--- config.mk ---
export PLATFORM = sky130hd
export DESIGN_NAME = muldiv_unit
export DESIGN_NICKNAME = d
export VERILOG_FILES = /design/src/rtl/muldiv_unit.sv
export SDC_FILE = /design/constraint.sdc
export NUM_CORES = 1
export LEC_CHECK = 0
export ABC_AREA = 1
export ABC_CLOCK_PERIOD_IN_PS = 4300
export BUFFER_PORTS_ARGS = -buffer_cell sky130_fd_sc_hd__buf_2
export CAP_MARGIN = 0
export CELL_PAD_IN_SITES_DETAIL_PLACEMENT = 0
export CELL_PAD_IN_SITES_GLOBAL_PLACEMENT = 1
export CORE_MARGIN = 5
export CORE_UTILIZATION = 39
export DETAILED_ROUTE_END_ITERATION = 16
export GPL_ROUTABILITY_DRIVEN = 1
export GPL_TIMING_DRIVEN = 0
export HOLD_SLACK_MARGIN = 0.03
export PLACE_DENSITY = 0.78
export SYNTH_ARGS = -nofsm -noshare
export SYNTH_HDL_FRONTEND = slang
export SYNTH_SLANG_ARGS = --single-unit
--- constraint.sdc ---
create_clock -name clk -period 4.3 [get_ports clk]
set_input_delay 0.43 -clock clk [delete_from_list [all_inputs] [get_ports clk]]
set_output_delay 0.43 -clock clk [all_outputs]
set_load 0.005 [all_outputs]
--- src/rtl/muldiv_unit.sv ---
// muldiv_unit: iterative RV32M multiply/divide unit.
// A radix-2 shift-add multiplier and a restoring divider share one 2*XLEN
// accumulator and one FSM. Operands are converted to magnitudes on accept;
// the sign is reapplied to the final value on the edge that enters DONE.
//
// Handshake: start is sampled only in IDLE (and only when kill is low).
// busy is high in CALC and DONE. done is a one-cycle pulse in DONE, during
// which result/rd_out are valid. wb_en = done && rd_out != 0. kill in CALC
// or DONE returns the unit to IDLE on the next edge without a done pulse.
// Every output comes from a register.
module muldiv_unit #(
    parameter int XLEN = 32
) (
    input  logic            clk,
    input  logic            reset,
    input  logic            start,
    input  logic            kill,
    input  logic [2:0]      op,
    input  logic [XLEN-1:0] rs1_val,
    input  logic [XLEN-1:0] rs2_val,
    input  logic [4:0]      rd_in,
    output logic            busy,
    output logic            done,
    output logic [XLEN-1:0] result,
    output logic [4:0]      rd_out,
    output logic            wb_en
);

    localparam int            CW       = $clog2(XLEN);
    localparam logic [CW-1:0] LAST_CNT = CW'(XLEN - 1);
    localparam logic [XLEN-1:0] MIN_INT  = {1'b1, {(XLEN-1){1'b0}}};
    localparam logic [XLEN-1:0] ALL_ONES = {XLEN{1'b1}};
    localparam logic [XLEN-1:0] ZERO     = {XLEN{1'b0}};

    localparam logic [2:0] OP_MUL    = 3'd0;
    localparam logic [2:0] OP_MULH   = 3'd1;
    localparam logic [2:0] OP_MULHSU = 3'd2;
    localparam logic [2:0] OP_MULHU  = 3'd3;
    localparam logic [2:0] OP_DIV    = 3'd4;
    localparam logic [2:0] OP_DIVU   = 3'd5;
    localparam logic [2:0] OP_REM    = 3'd6;
    localparam logic [2:0] OP_REMU   = 3'd7;

    typedef enum logic [1:0] {
        S_IDLE = 2'd0,
        S_CALC = 2'd1,
        S_DONE = 2'd2
    } state_t;

    state_t            r_state;
    logic [2:0]        r_op;
    logic              r_neg;
    logic [CW-1:0]     r_cnt;
    logic [2*XLEN-1:0] r_acc;
    logic [XLEN-1:0]   r_mcand;    // multiplicand or divisor magnitude
    logic [4:0]        r_rd_pend;  // rd of the operation in flight
    logic              r_busy;
    logic              r_done;
    logic              r_wb_en;
    logic [XLEN-1:0]   r_result;
    logic [4:0]        r_rd_out;

    // ---------------- accept-time decode ----------------
    logic            w_a_signed;
    logic            w_b_signed;
    logic            w_a_neg;
    logic            w_b_neg;
    logic [XLEN-1:0] w_a_mag;
    logic [XLEN-1:0] w_b_mag;
    logic            w_neg;
    logic            w_div0;
    logic            w_ovf;
    logic            w_special;
    logic [XLEN-1:0] w_special_val;

    assign w_a_signed = (op == OP_MULH) || (op == OP_MULHSU) || (op == OP_DIV) || (op == OP_REM);
    assign w_b_signed = (op == OP_MULH) || (op == OP_DIV) || (op == OP_REM);
    assign w_a_neg    = w_a_signed & rs1_val[XLEN-1];
    assign w_b_neg    = w_b_signed & rs2_val[XLEN-1];
    assign w_a_mag    = w_a_neg ? -rs1_val : rs1_val;
    assign w_b_mag    = w_b_neg ? -rs2_val : rs2_val;
    // Remainder takes the dividend's sign; everything else takes sign(A)^sign(B).
    assign w_neg      = (op == OP_REM) ? w_a_neg : (w_a_neg ^ w_b_neg);

    // Divide-by-zero and signed overflow finish in one cycle with fixed values.
    assign w_div0 = op[2] && (rs2_val == ZERO);
    assign w_ovf  = ((op == OP_DIV) || (op == OP_REM)) &&
                    (rs1_val == MIN_INT) && (rs2_val == ALL_ONES);
    assign w_special = w_div0 | w_ovf;
    assign w_special_val = w_div0 ? (op[1] ? rs1_val : ALL_ONES)
                                  : (op[1] ? ZERO : MIN_INT);

    // ---------------- iteration datapath ----------------
    logic [XLEN:0]     w_sum;
    logic [2*XLEN-1:0] w_mul_next;
    logic [XLEN:0]     w_rem_sh;
    logic [XLEN:0]     w_diff;
    logic              w_ge;
    logic [2*XLEN-1:0] w_div_next;
    logic [2*XLEN-1:0] w_step;

    // Multiply: add multiplicand to the upper half when the multiplier LSB
    // is set, then shift the whole accumulator (with carry) right by one.
    assign w_sum      = {1'b0, r_acc[2*XLEN-1:XLEN]} +
                        (r_acc[0] ? {1'b0, r_mcand} : {1'b0, ZERO});
    assign w_mul_next = {w_sum, r_acc[XLEN-1:1]};

    // Divide: shift {rem, dividend} left, trial-subtract the divisor from the
    // XLEN+1-bit partial remainder, keep it when non-negative.
    assign w_rem_sh   = r_acc[2*XLEN-1:XLEN-1];
    assign w_diff     = w_rem_sh - {1'b0, r_mcand};
    assign w_ge       = ~w_diff[XLEN];
    assign w_div_next = {(w_ge ? w_diff[XLEN-1:0] : w_rem_sh[XLEN-1:0]),
                         r_acc[XLEN-2:0], w_ge};

    assign w_step = r_op[2] ? w_div_next : w_mul_next;

    // ---------------- final value (used on the last CALC edge) ----------------
    logic [2*XLEN-1:0] w_prod;
    logic [XLEN-1:0]   w_mul_final;
    logic [XLEN-1:0]   w_div_res;
    logic [XLEN-1:0]   w_div_final;
    logic [XLEN-1:0]   w_final;

    assign w_prod      = r_neg ? -w_mul_next : w_mul_next;
    assign w_mul_final = (r_op[1:0] == 2'b00) ? w_prod[XLEN-1:0] : w_prod[2*XLEN-1:XLEN];
    assign w_div_res   = r_op[1] ? w_div_next[2*XLEN-1:XLEN] : w_div_next[XLEN-1:0];
    assign w_div_final = r_neg ? -w_div_res : w_div_res;
    assign w_final     = r_op[2] ? w_div_final : w_mul_final;

    // Control FSM with registered outputs; also owns the datapath registers.
    always_ff @(posedge clk or posedge reset) begin
        if (reset) begin
            r_state   <= S_IDLE;
            r_op      <= 3'd0;
            r_neg     <= 1'b0;
            r_cnt     <= '0;
            r_acc     <= '0;
            r_mcand   <= '0;
            r_rd_pend <= 5'd0;
            r_busy    <= 1'b0;
            r_done    <= 1'b0;
            r_wb_en   <= 1'b0;
            r_result  <= '0;
            r_rd_out  <= 5'd0;
        end else begin
            r_done  <= 1'b0;
            r_wb_en <= 1'b0;
            case (r_state)
                S_IDLE: begin
                    if (start && !kill) begin
                        r_op      <= op;
                        r_neg     <= w_neg;
                        r_cnt     <= '0;
                        r_rd_pend <= rd_in;
                        r_busy    <= 1'b1;
                        if (w_special) begin
                            r_state  <= S_DONE;
                            r_done   <= 1'b1;
                            r_wb_en  <= (rd_in != 5'd0);
                            r_result <= w_special_val;
                            r_rd_out <= rd_in;
                        end else begin
                            r_state <= S_CALC;
                            r_acc   <= op[2] ? {ZERO, w_a_mag} : {ZERO, w_b_mag};
                            r_mcand <= op[2] ? w_b_mag : w_a_mag;
                        end
                    end
                end
                S_CALC: begin
                    if (kill) begin
                        r_state <= S_IDLE;
                        r_busy  <= 1'b0;
                        r_cnt   <= '0;
                    end else begin
                        r_acc <= w_step;
                        if (r_cnt == LAST_CNT) begin
                            r_state  <= S_DONE;
                            r_cnt    <= '0;
                            r_done   <= 1'b1;
                            r_wb_en  <= (r_rd_pend != 5'd0);
                            r_result <= w_final;
                            r_rd_out <= r_rd_pend;
                        end else begin
                            r_cnt <= r_cnt + 1'b1;
                        end
                    end
                end
                S_DONE: begin
                    r_state <= S_IDLE;
                    r_busy  <= 1'b0;
                end
                default: begin
                    r_state <= S_IDLE;
                    r_busy  <= 1'b0;
                end
            endcase
        end
    end

    assign busy   = r_busy;
    assign done   = r_done;
    assign wb_en  = r_wb_en;
    assign result = r_result;
    assign rd_out = r_rd_out;

endmodule

==> impl_metrics.yaml, run 1 <==
logic_synthesis:
  syn-num-nets: 3427
  synth_xor_area_share_pct: 5.64
  synth_top_area_share_pct: 20.4
  synth_mux_area_share_pct: 0.121
  synth_cells: 3278
  synthAdderAreaFrac_pct: 4.99
  syn_area_mm2: 0.0186
  ys_warn_count: 0
  synth-compound-area-share_pct: 18.2
  synth_flop_cell: "dfrtp_1"
  yosys-top-cells-area: "dfrtp_1 20%, nand2_1 19%, inv_1 8.7%, nor2_1 8.6%, a21oi_1 6.4%"
  synth_top_family_by_area: "simple AND/OR/NAND/NOR gates"
  synth_edf_count: 0
  synth_seq_area_share_pct: 20.4
  ys_ff_latch: 152
  ys_types: 52
  synthSimpleGateAreaFrac_pct: 38.8
  syn_avg_cell_area_um2: 5.68
  ys_async_sr_fraction_pct: 100
  synth_top_cell_by_area: "dfrtp_1"
finish:
  area.sequential_mm2: 0.00381
  nFillCells: 5271
  fin_area_mm2: 0.0212
  multi_input_area_mm2: 0.0130
  final_net_count: 3575
  drive_gt1_share_pct: 9.92
  area_growth_pct: 13.7
  stdcell_count: 4055
  post-route-util_pct: 44.6
global_route:
  antenna_found_initial: 2
  grt_max_degree: 41
  grt-ovfl-total: 0
  grt_use_total_pct: 37.6
  grt_pass1_vias: 21944
  grt_pass1_wl_mm: 146
route:
  avgRoutedWirePerCell_um: 25.3
  viasPerCell: 5.84
  drt-pass1-iter-count: 6
  postRouteWirelength_mm: 103
  drtIter0Drc: 2993
  drc: 0
  ant_nets: 0
  via_count: 23666
sta:
  setup_violations: 0
  slew_violations: 0
  post-route-period-util_pct: 99.2
  fin_tns_setup_ns: 0
  fin_crit_ns: 4.27
  hold-worst-slack_ns: 0.124
  fin_skew_ns: 0.0161
  tightest_slew_ns: 1.09
  fin_ws_ns: 0.0348
  rsz0062_at_grt: "yes"
  slew_headroom_pct: 26.9
  hold_viol: 0
  fmax_mhz: 234
clock_tree:
  tritoncts: "done"
  cts_root_buffer: "clkbuf_16"
  cts_sinks: 152
  path_clk_slew_ns: 0.08
  cts-htree-levels: 4
  ctsHoldBuffers: 0
  cts_buffers: 17
  clock_path_buffers: 2
  worst_skew_pair.late_latency_ns: 0.47
placement:
  dpl.cell_count: 4011
  hpwl_mm: 86.1
  io_buffers: 115
  gp_congestion: 1.10
  post_dp_cell_area_mm2: 0.0200
  dp_slack_ns: -0.575
worst_setup_path:
  crit_fanout: 5
  arrival_ns: 4.67
  crit_path_start: "r_acc[1]"
  timing.rr.start: "r_acc[1]"
  crit_required_ns: 4.70
  critPathCaptureType: "flip-flop"
  critPathLaunchType: "flip-flop"
  worstSetupPathType: "flip-flop to flip-flop"
  r2r-end: "result[28]"
  cp-endpoint: "result[28]"
  regToRegSetupSlack_ns: 0.03
  r2r_cells: 24
power_and_ir_drop:
  peakVddDrop_uv: 302
  powerDensity_mw_per_mm2: 841
  p_leak_nw: 10.9
  power_mw: 17.8
run:
  maxCapViolCount: 0
floorplanning:
  boundaryPins: 116
  dieWidth_um: 229
  die_y_um: 229
  core_region_area_mm2: 0.0474
  dieArea_mm2: 0.0522
  rows: 80
  initial_utilization_pct: 39.2
run_status:
  outcome: "finished, final reports clean"
min_path:
  hp-class: "primary input to asynchronous set/reset pin"
==> area by class of cell <==
class,count,area share [%]
antenna,1,0.0118
buffer,130,2.65
clock buffer,17,2.01
clock inverter,15,0.905
inverter,441,7.85
multi-input combinational,2554,61.5
sequential,152,18.0
tap,615,3.64
timing repair buffer,130,3.43
==> sequential cells by signal, indices dropped and copies added, names as in the netlist <==
register	count
busy	1
done	1
r_acc	64
r_cnt	5
r_mcand	32
r_neg	1
r_op	3
r_rd_pend	5
r_state	2
rd_out	5
result	32
wb_en	1
==> cell usage after synthesis (all sizes together) (4+ instances only) <==
cell	instances
a21o	5
a21oi	242
a31oi	32
buf	34
clkbuf	97
clkinv	4
dfrtp	152
ha	71
inv	437
nand2	985
nand3	227
nand3b	7
nand4	38
nor2	438
nor3	34
nor4	8
o211ai	41
o21a	4
o21ai	239
o22ai	31
o31ai	7
xnor2	27
xor2	93
==> routing by layer <==
layer  up-vias  wire length (um)  part of all wire [%]  global-route usage, %
met5         -                 6                0.0058                      0
met4         2              6740                   6.6                   20.7
met3       273              9900                   9.6                   8.61
met2      1339             43800                    43                   57.2
met1     11206             42300                    41                   49.4
li1      10846                 -                     -                      -
==> kinds of logic (layout without fill, tap and decap cells) <==
| kind of cell | Yosys count | count (layout) |
|---|---|---|
| fa+ha+maj | 73 | 73 |
| xor+xnor | 120 | 120 |
| simple gates | 1743 | 1743 |
| buf+inv | 572 | 733 |
| flops | 152 | 152 |
| compound gates | 616 | 616 |
| mux | 2 | 2 |
| other cells | 0 | 1 |
==> worst min path at each step <==
| stage | to | slack, ns |
|---|---|---|
| detailed placement | r_cnt[0] | 0.50 |
| global route | done | 0.19 |
| finish | result[27] | 0.12 |
| CTS | result[26] | 0.15 |
| floorplan | r_op[0] | 0.45 |
| global placement | r_cnt[0] | 0.49 |
==> critical path, stage by stage, from the launching register on <==
cell and delay [ns]:
dfrtp_1 0.44, inv_1 0.17, ha_1 0.17, inv_1 0.06, nor3_2 0.19, nand2_1 0.19
nor3_4 0.26, nand4_1 0.30, nor2_1 0.24, nand2_1 0.12, nor2_1 0.26, nand2_1 0.16
nor2_1 0.26, nand2_1 0.11, nor2_1 0.27, nand3_1 0.14, nand2_1 0.10, nand2_1 0.05
nand2_1 0.06, nand2_1 0.06, nand2_1 0.06, nand2_1 0.13, nand2_2 0.17, nand2_2 0.10
a21oi_1 0.13
==> cells in the final DEF (no fill, tap or decap), types with 32 or more instances in the layout <==
| cell type | Yosys | routed |
|---|---|---|
| nand2_1 | 958 | 926 |
| inv_1 | 430 | 427 |
| nor2_1 | 425 | 403 |
| a21oi_1 | 238 | 234 |
| o21ai_0 | 231 | 222 |
| nand3_1 | 221 | 210 |
| dfrtp_1 | 152 | 150 |
| buf_2 | 8 | 123 |
| clkbuf_1 | 97 | 93 |
| xor2_1 | 93 | 88 |
| ha_1 | 71 | 70 |
| nand2_2 | 22 | 48 |
| o211ai_1 | 41 | 41 |
| nand4_1 | 37 | 37 |
| a31oi_1 | 32 | 32 |
==> timing repair <==
item | in CTS | in global routing
setup endpoints to repair | 28 | 52
cloned | 0 | 0
buffers inserted | 2 | 10
endpoints found under the hold margin | 0 | 0
pin swaps | 5 | 22
gates resized for setup | 42 | 84
==> report_power, final <==
group | switching [mW] | internal [mW] | total [mW]
clock | 0.813 | 0.795 | 1.61
sequential | 0.760 | 1.97 | 2.73
combinational | 9.65 | 3.80 | 13.5
total | 11.2 | 6.57 | 17.8
Note: power is estimated with default switching activity, not from simulation.
==> run 2: changes to the inputs <==
==> config.mk (replaced) <==
export PLATFORM = sky130hd
export DESIGN_NAME = muldiv_unit
export DESIGN_NICKNAME = d
export VERILOG_FILES = /design/src/rtl/muldiv_unit.sv
export SDC_FILE = /design/constraint.sdc
export NUM_CORES = 1
export LEC_CHECK = 0
export ABC_CLOCK_PERIOD_IN_PS = 4300
export BUFFER_PORTS_ARGS = -buffer_cell sky130_fd_sc_hd__buf_2
export CAP_MARGIN = 0
export CELL_PAD_IN_SITES_DETAIL_PLACEMENT = 0
export CELL_PAD_IN_SITES_GLOBAL_PLACEMENT = 1
export CORE_MARGIN = 5
export CORE_UTILIZATION = 42
export DETAILED_ROUTE_END_ITERATION = 16
export GPL_ROUTABILITY_DRIVEN = 1
export GPL_TIMING_DRIVEN = 0
export HOLD_SLACK_MARGIN = 0.03
export PLACE_DENSITY = 0.79
export SYNTH_ARGS = -nofsm -noshare
export SYNTH_HDL_FRONTEND = slang
export SYNTH_SLANG_ARGS = --single-unit
==> impl_metrics.yaml, run 2 <==
logic_synthesis:
  synth_xor_area_share_pct: 9.48
  ys_ff_latch: 152
  synth_seq_area_share_pct: 22.1
  ys_types: 83
  yosys.cell_count.top_type: "nand2_1"
  synth_mux_area_share_pct: 5.99
  ys_async_sr_fraction_pct: 100
  synth_cells: 2380
  syn_avg_cell_area_um2: 7.22
  synth-compound-area-share_pct: 28.7
  synth_top_family_by_area: "compound AO/OA/AOI/OAI gates"
  synth_top_cell_by_area: "dfrtp_1"
  synthSimpleGateAreaFrac_pct: 23.1
  ys_warn_count: 0
  synth_top_area_share_pct: 22.1
  syn-num-nets: 2529
  yosys-top-cells-area: "dfrtp_1 22%, o21ai_0 7.3%, a21oi_1 6.0%, nand2_1 5.8%, xnor2_1 5.7%"
  syn_area_mm2: 0.0172
  synth_flop_cell: "dfrtp_1"
  synthAdderAreaFrac_pct: 5.40
  synth_edf_count: 0
  synthTopCellsByCount: "264 x nand2_1, 250 x o21ai_0, 245 x nor2_1"
global_route:
  grt_pass1_vias: 19448
  grt-ovfl-total: 0
  grt_max_degree: 42
  grt_use_total_pct: 40.5
  antenna_found_initial: 1
  grt_pass1_wl_mm: 133
route:
  via_count: 20876
  drt-pass1-iter-count: 6
  avgRoutedWirePerCell_um: 30.0
  drtIter0Drc: 2893
  postRouteWirelength_mm: 94.2
  drc: 0
  viasPerCell: 6.64
  ant_nets: 0
worst_setup_path:
  critPathLaunchType: "flip-flop"
  timing.rr.start: "r_acc[46]"
  cp_slowest_stage_delay_ns: 0.50
  worstPathCellList: "ha_4 > nand4_1 > buf_6 > nor3_4 > nand3_4 > a311oi_4 > nor3_4 > nor2_4 > clkbuf_16 > clkbuf_16 > mux2i_4 > nor2_2 > a21oi_2 > ha_2 > o21ai_4 > a221oi_4 > nor3b_4 > nand4_1 > nor4_2 > o21ai_1 > a31oi_1"
  crit_path_start: "r_acc[46]"
  worstSetupPathType: "flip-flop to flip-flop"
  arrival_ns: 5.44
  critPathCaptureType: "flip-flop"
  crit_slowest_cell: "dfrtp_2"
  crit_required_ns: 4.71
  crit_fanout: 7
run_status:
  violations: "negative setup slack"
  outcome: "finished with violations"
finish:
  post-route-util_pct: 53.0
  final_net_count: 2747
  largest_register: "r_acc"
  final_cell_mix: "260 x nand2_1, 239 x nor2_1, 221 x o21ai_0"
  n_antenna_cell: 0
  nFillCells: 4019
  area_growth_pct: 25.3
  drive_gt1_share_pct: 21.0
  layout_commonest_cell: "nand2_1"
  largest_reg_flops: 64
clock_tree:
  tritoncts: "done"
  cts_sinks: 152
  ctsHoldBuffers: 0
  path_clk_slew_ns: 0.08
  cts-htree-levels: 4
  worst_skew_pair.late_latency_ns: 0.49
  cts_root_buffer: "clkbuf_16"
  cts_buffers: 17
  clock_path_buffers: 2
power_and_ir_drop:
  p_leak_nw: 8.70
  powerDensity_mw_per_mm2: 608
  peakVddDrop_uv: 380
  power_mw: 13.1
sta:
  fin_tns_setup_ns: -12.71
  fin_skew_ns: 0.0138
  fin_ws_ns: -0.733
  setup_violations: 27
  slew_headroom_pct: 21.2
  fmax_mhz: 199
  fin_crit_ns: 5.03
  rsz0062_at_grt: "yes"
  hold_viol: 0
  slew_violations: 0
  tightest_slew_ns: 1.18
  post-route-period-util_pct: 117
placement:
  gp_congestion: 1.08
  hpwl_mm: 74.9
  io_buffers: 114
floorplanning:
  dieWidth_um: 212
  boundaryPins: 116
  rows: 74
  initial_utilization_pct: 42.3
  die_y_um: 212
  dieArea_mm2: 0.0451
  core_region_area_mm2: 0.0406
run:
  maxCapViolCount: 0
min_path:
  hp-class: "primary input to asynchronous set/reset pin"
run 2: cell count changes in the layout (fill, tap and decap cells not counted), sizes merged, moves of 30 or more:
cell / previous run / this run
buf: 165 / 239
nor2: 438 / 245
nand3: 227 / 46
a21oi: 242 / 207
xnor2: 27 / 112
and2: 3 / 44
inv: 444 / 88
a211oi: 0 / 30
a21o: 5 / 35
mux2i: 0 / 77
nand2: 985 / 264
o31ai: 7 / 45
run 2: stage by stage:
step	instance area (um^2)	hold WS, ns	cells	setup WS [ns]
after CTS	20800	0.142	3113	-0.612
after global placement	18700	0.464	3026	-2.22
after detailed placement	18800	0.481	3030	-2.24
after floorplan	17500	0.442	2380	-0.180
after global routing	21500	0.193	3143	-0.950
final	21500	0.135	3143	-0.733
run 2: layout make-up:
| cell class | instances | area (um^2) | share of cell area [%] |
|---|---|---|---|
| buffer | 139 | 662 | 3.07 |
| clock buffer | 17 | 425 | 1.97 |
| clock inverter | 15 | 166 | 0.773 |
| inverter | 79 | 303 | 1.41 |
| multi-input combinational | 1990 | 14000 | 65.0 |
| sequential | 152 | 3830 | 17.8 |
| tap | 532 | 666 | 3.09 |
| timing repair buffer | 219 | 1470 | 6.84 |
run 2: kinds of logic (layout without fill, tap and decap cells):
kind of cell / count (synthesis) / after routing
adder cells (fa/ha/maj): 73 / 73
AO/OA/AOI/OAI: 794 / 794
multiplexers: 99 / 99
flip-flops: 152 / 152
buffers and inverters: 238 / 469
AND/OR/NAND/NOR: 838 / 838
XOR/XNOR: 186 / 186
run 2: what timing repair did:
item | 4_1_cts | 5_1_grt
endpoints found under the hold margin | 0 | 0
gates resized for setup | 210 | 119
pin swaps | 80 | 57
setup buffers | 66 | 38
setup endpoints to repair | 109 | 50
run 2: worst max-delay path: cells and delay by family, from the launching register on:
| family | cells | cell delay [ns] |
|---|---|---|
| DFF | 1 | 0.50 |
| AOI/OAI and AO/OA | 6 | 1.25 |
| adders and majority gates | 2 | 0.57 |
| muxes | 1 | 0.26 |
| buffers and inverters | 3 | 0.44 |
| and+or+nand+nor | 9 | 1.89 |
run 2: metal layers:
layer	vias to the layer above	global-route usage [%]	share of wire (%)
li1	9122	-	-
met3	345	11.9	12
met4	0	22.6	7.1
met2	1335	58.7	42
met5	-	0	0
met1	10074	54.1	40
run 2: final timing paths:
| path | endpoint | slack, ns | depth (start not counted) |
|---|---|---|---|
| max | result[30] | -0.73 | 21 |
| min | result[27] | 0.13 | 2 |
| max reg2reg | result[30] | -0.73 | 21 |
| min reg2reg | r_cnt[3] | 0.50 | 1 |
| max in group asynchronous | r_mcand[23] | 3.13 | 4 |
| min in group clk | rd_out[1] | 0.20 | 3 |
run 2: where the power goes:
group          internal [mW]  leakage (nW)  switching, mW
Combinational           3.34          6.53           5.87
Clock                  0.783         0.293          0.805
Sequential              1.72          1.88          0.569
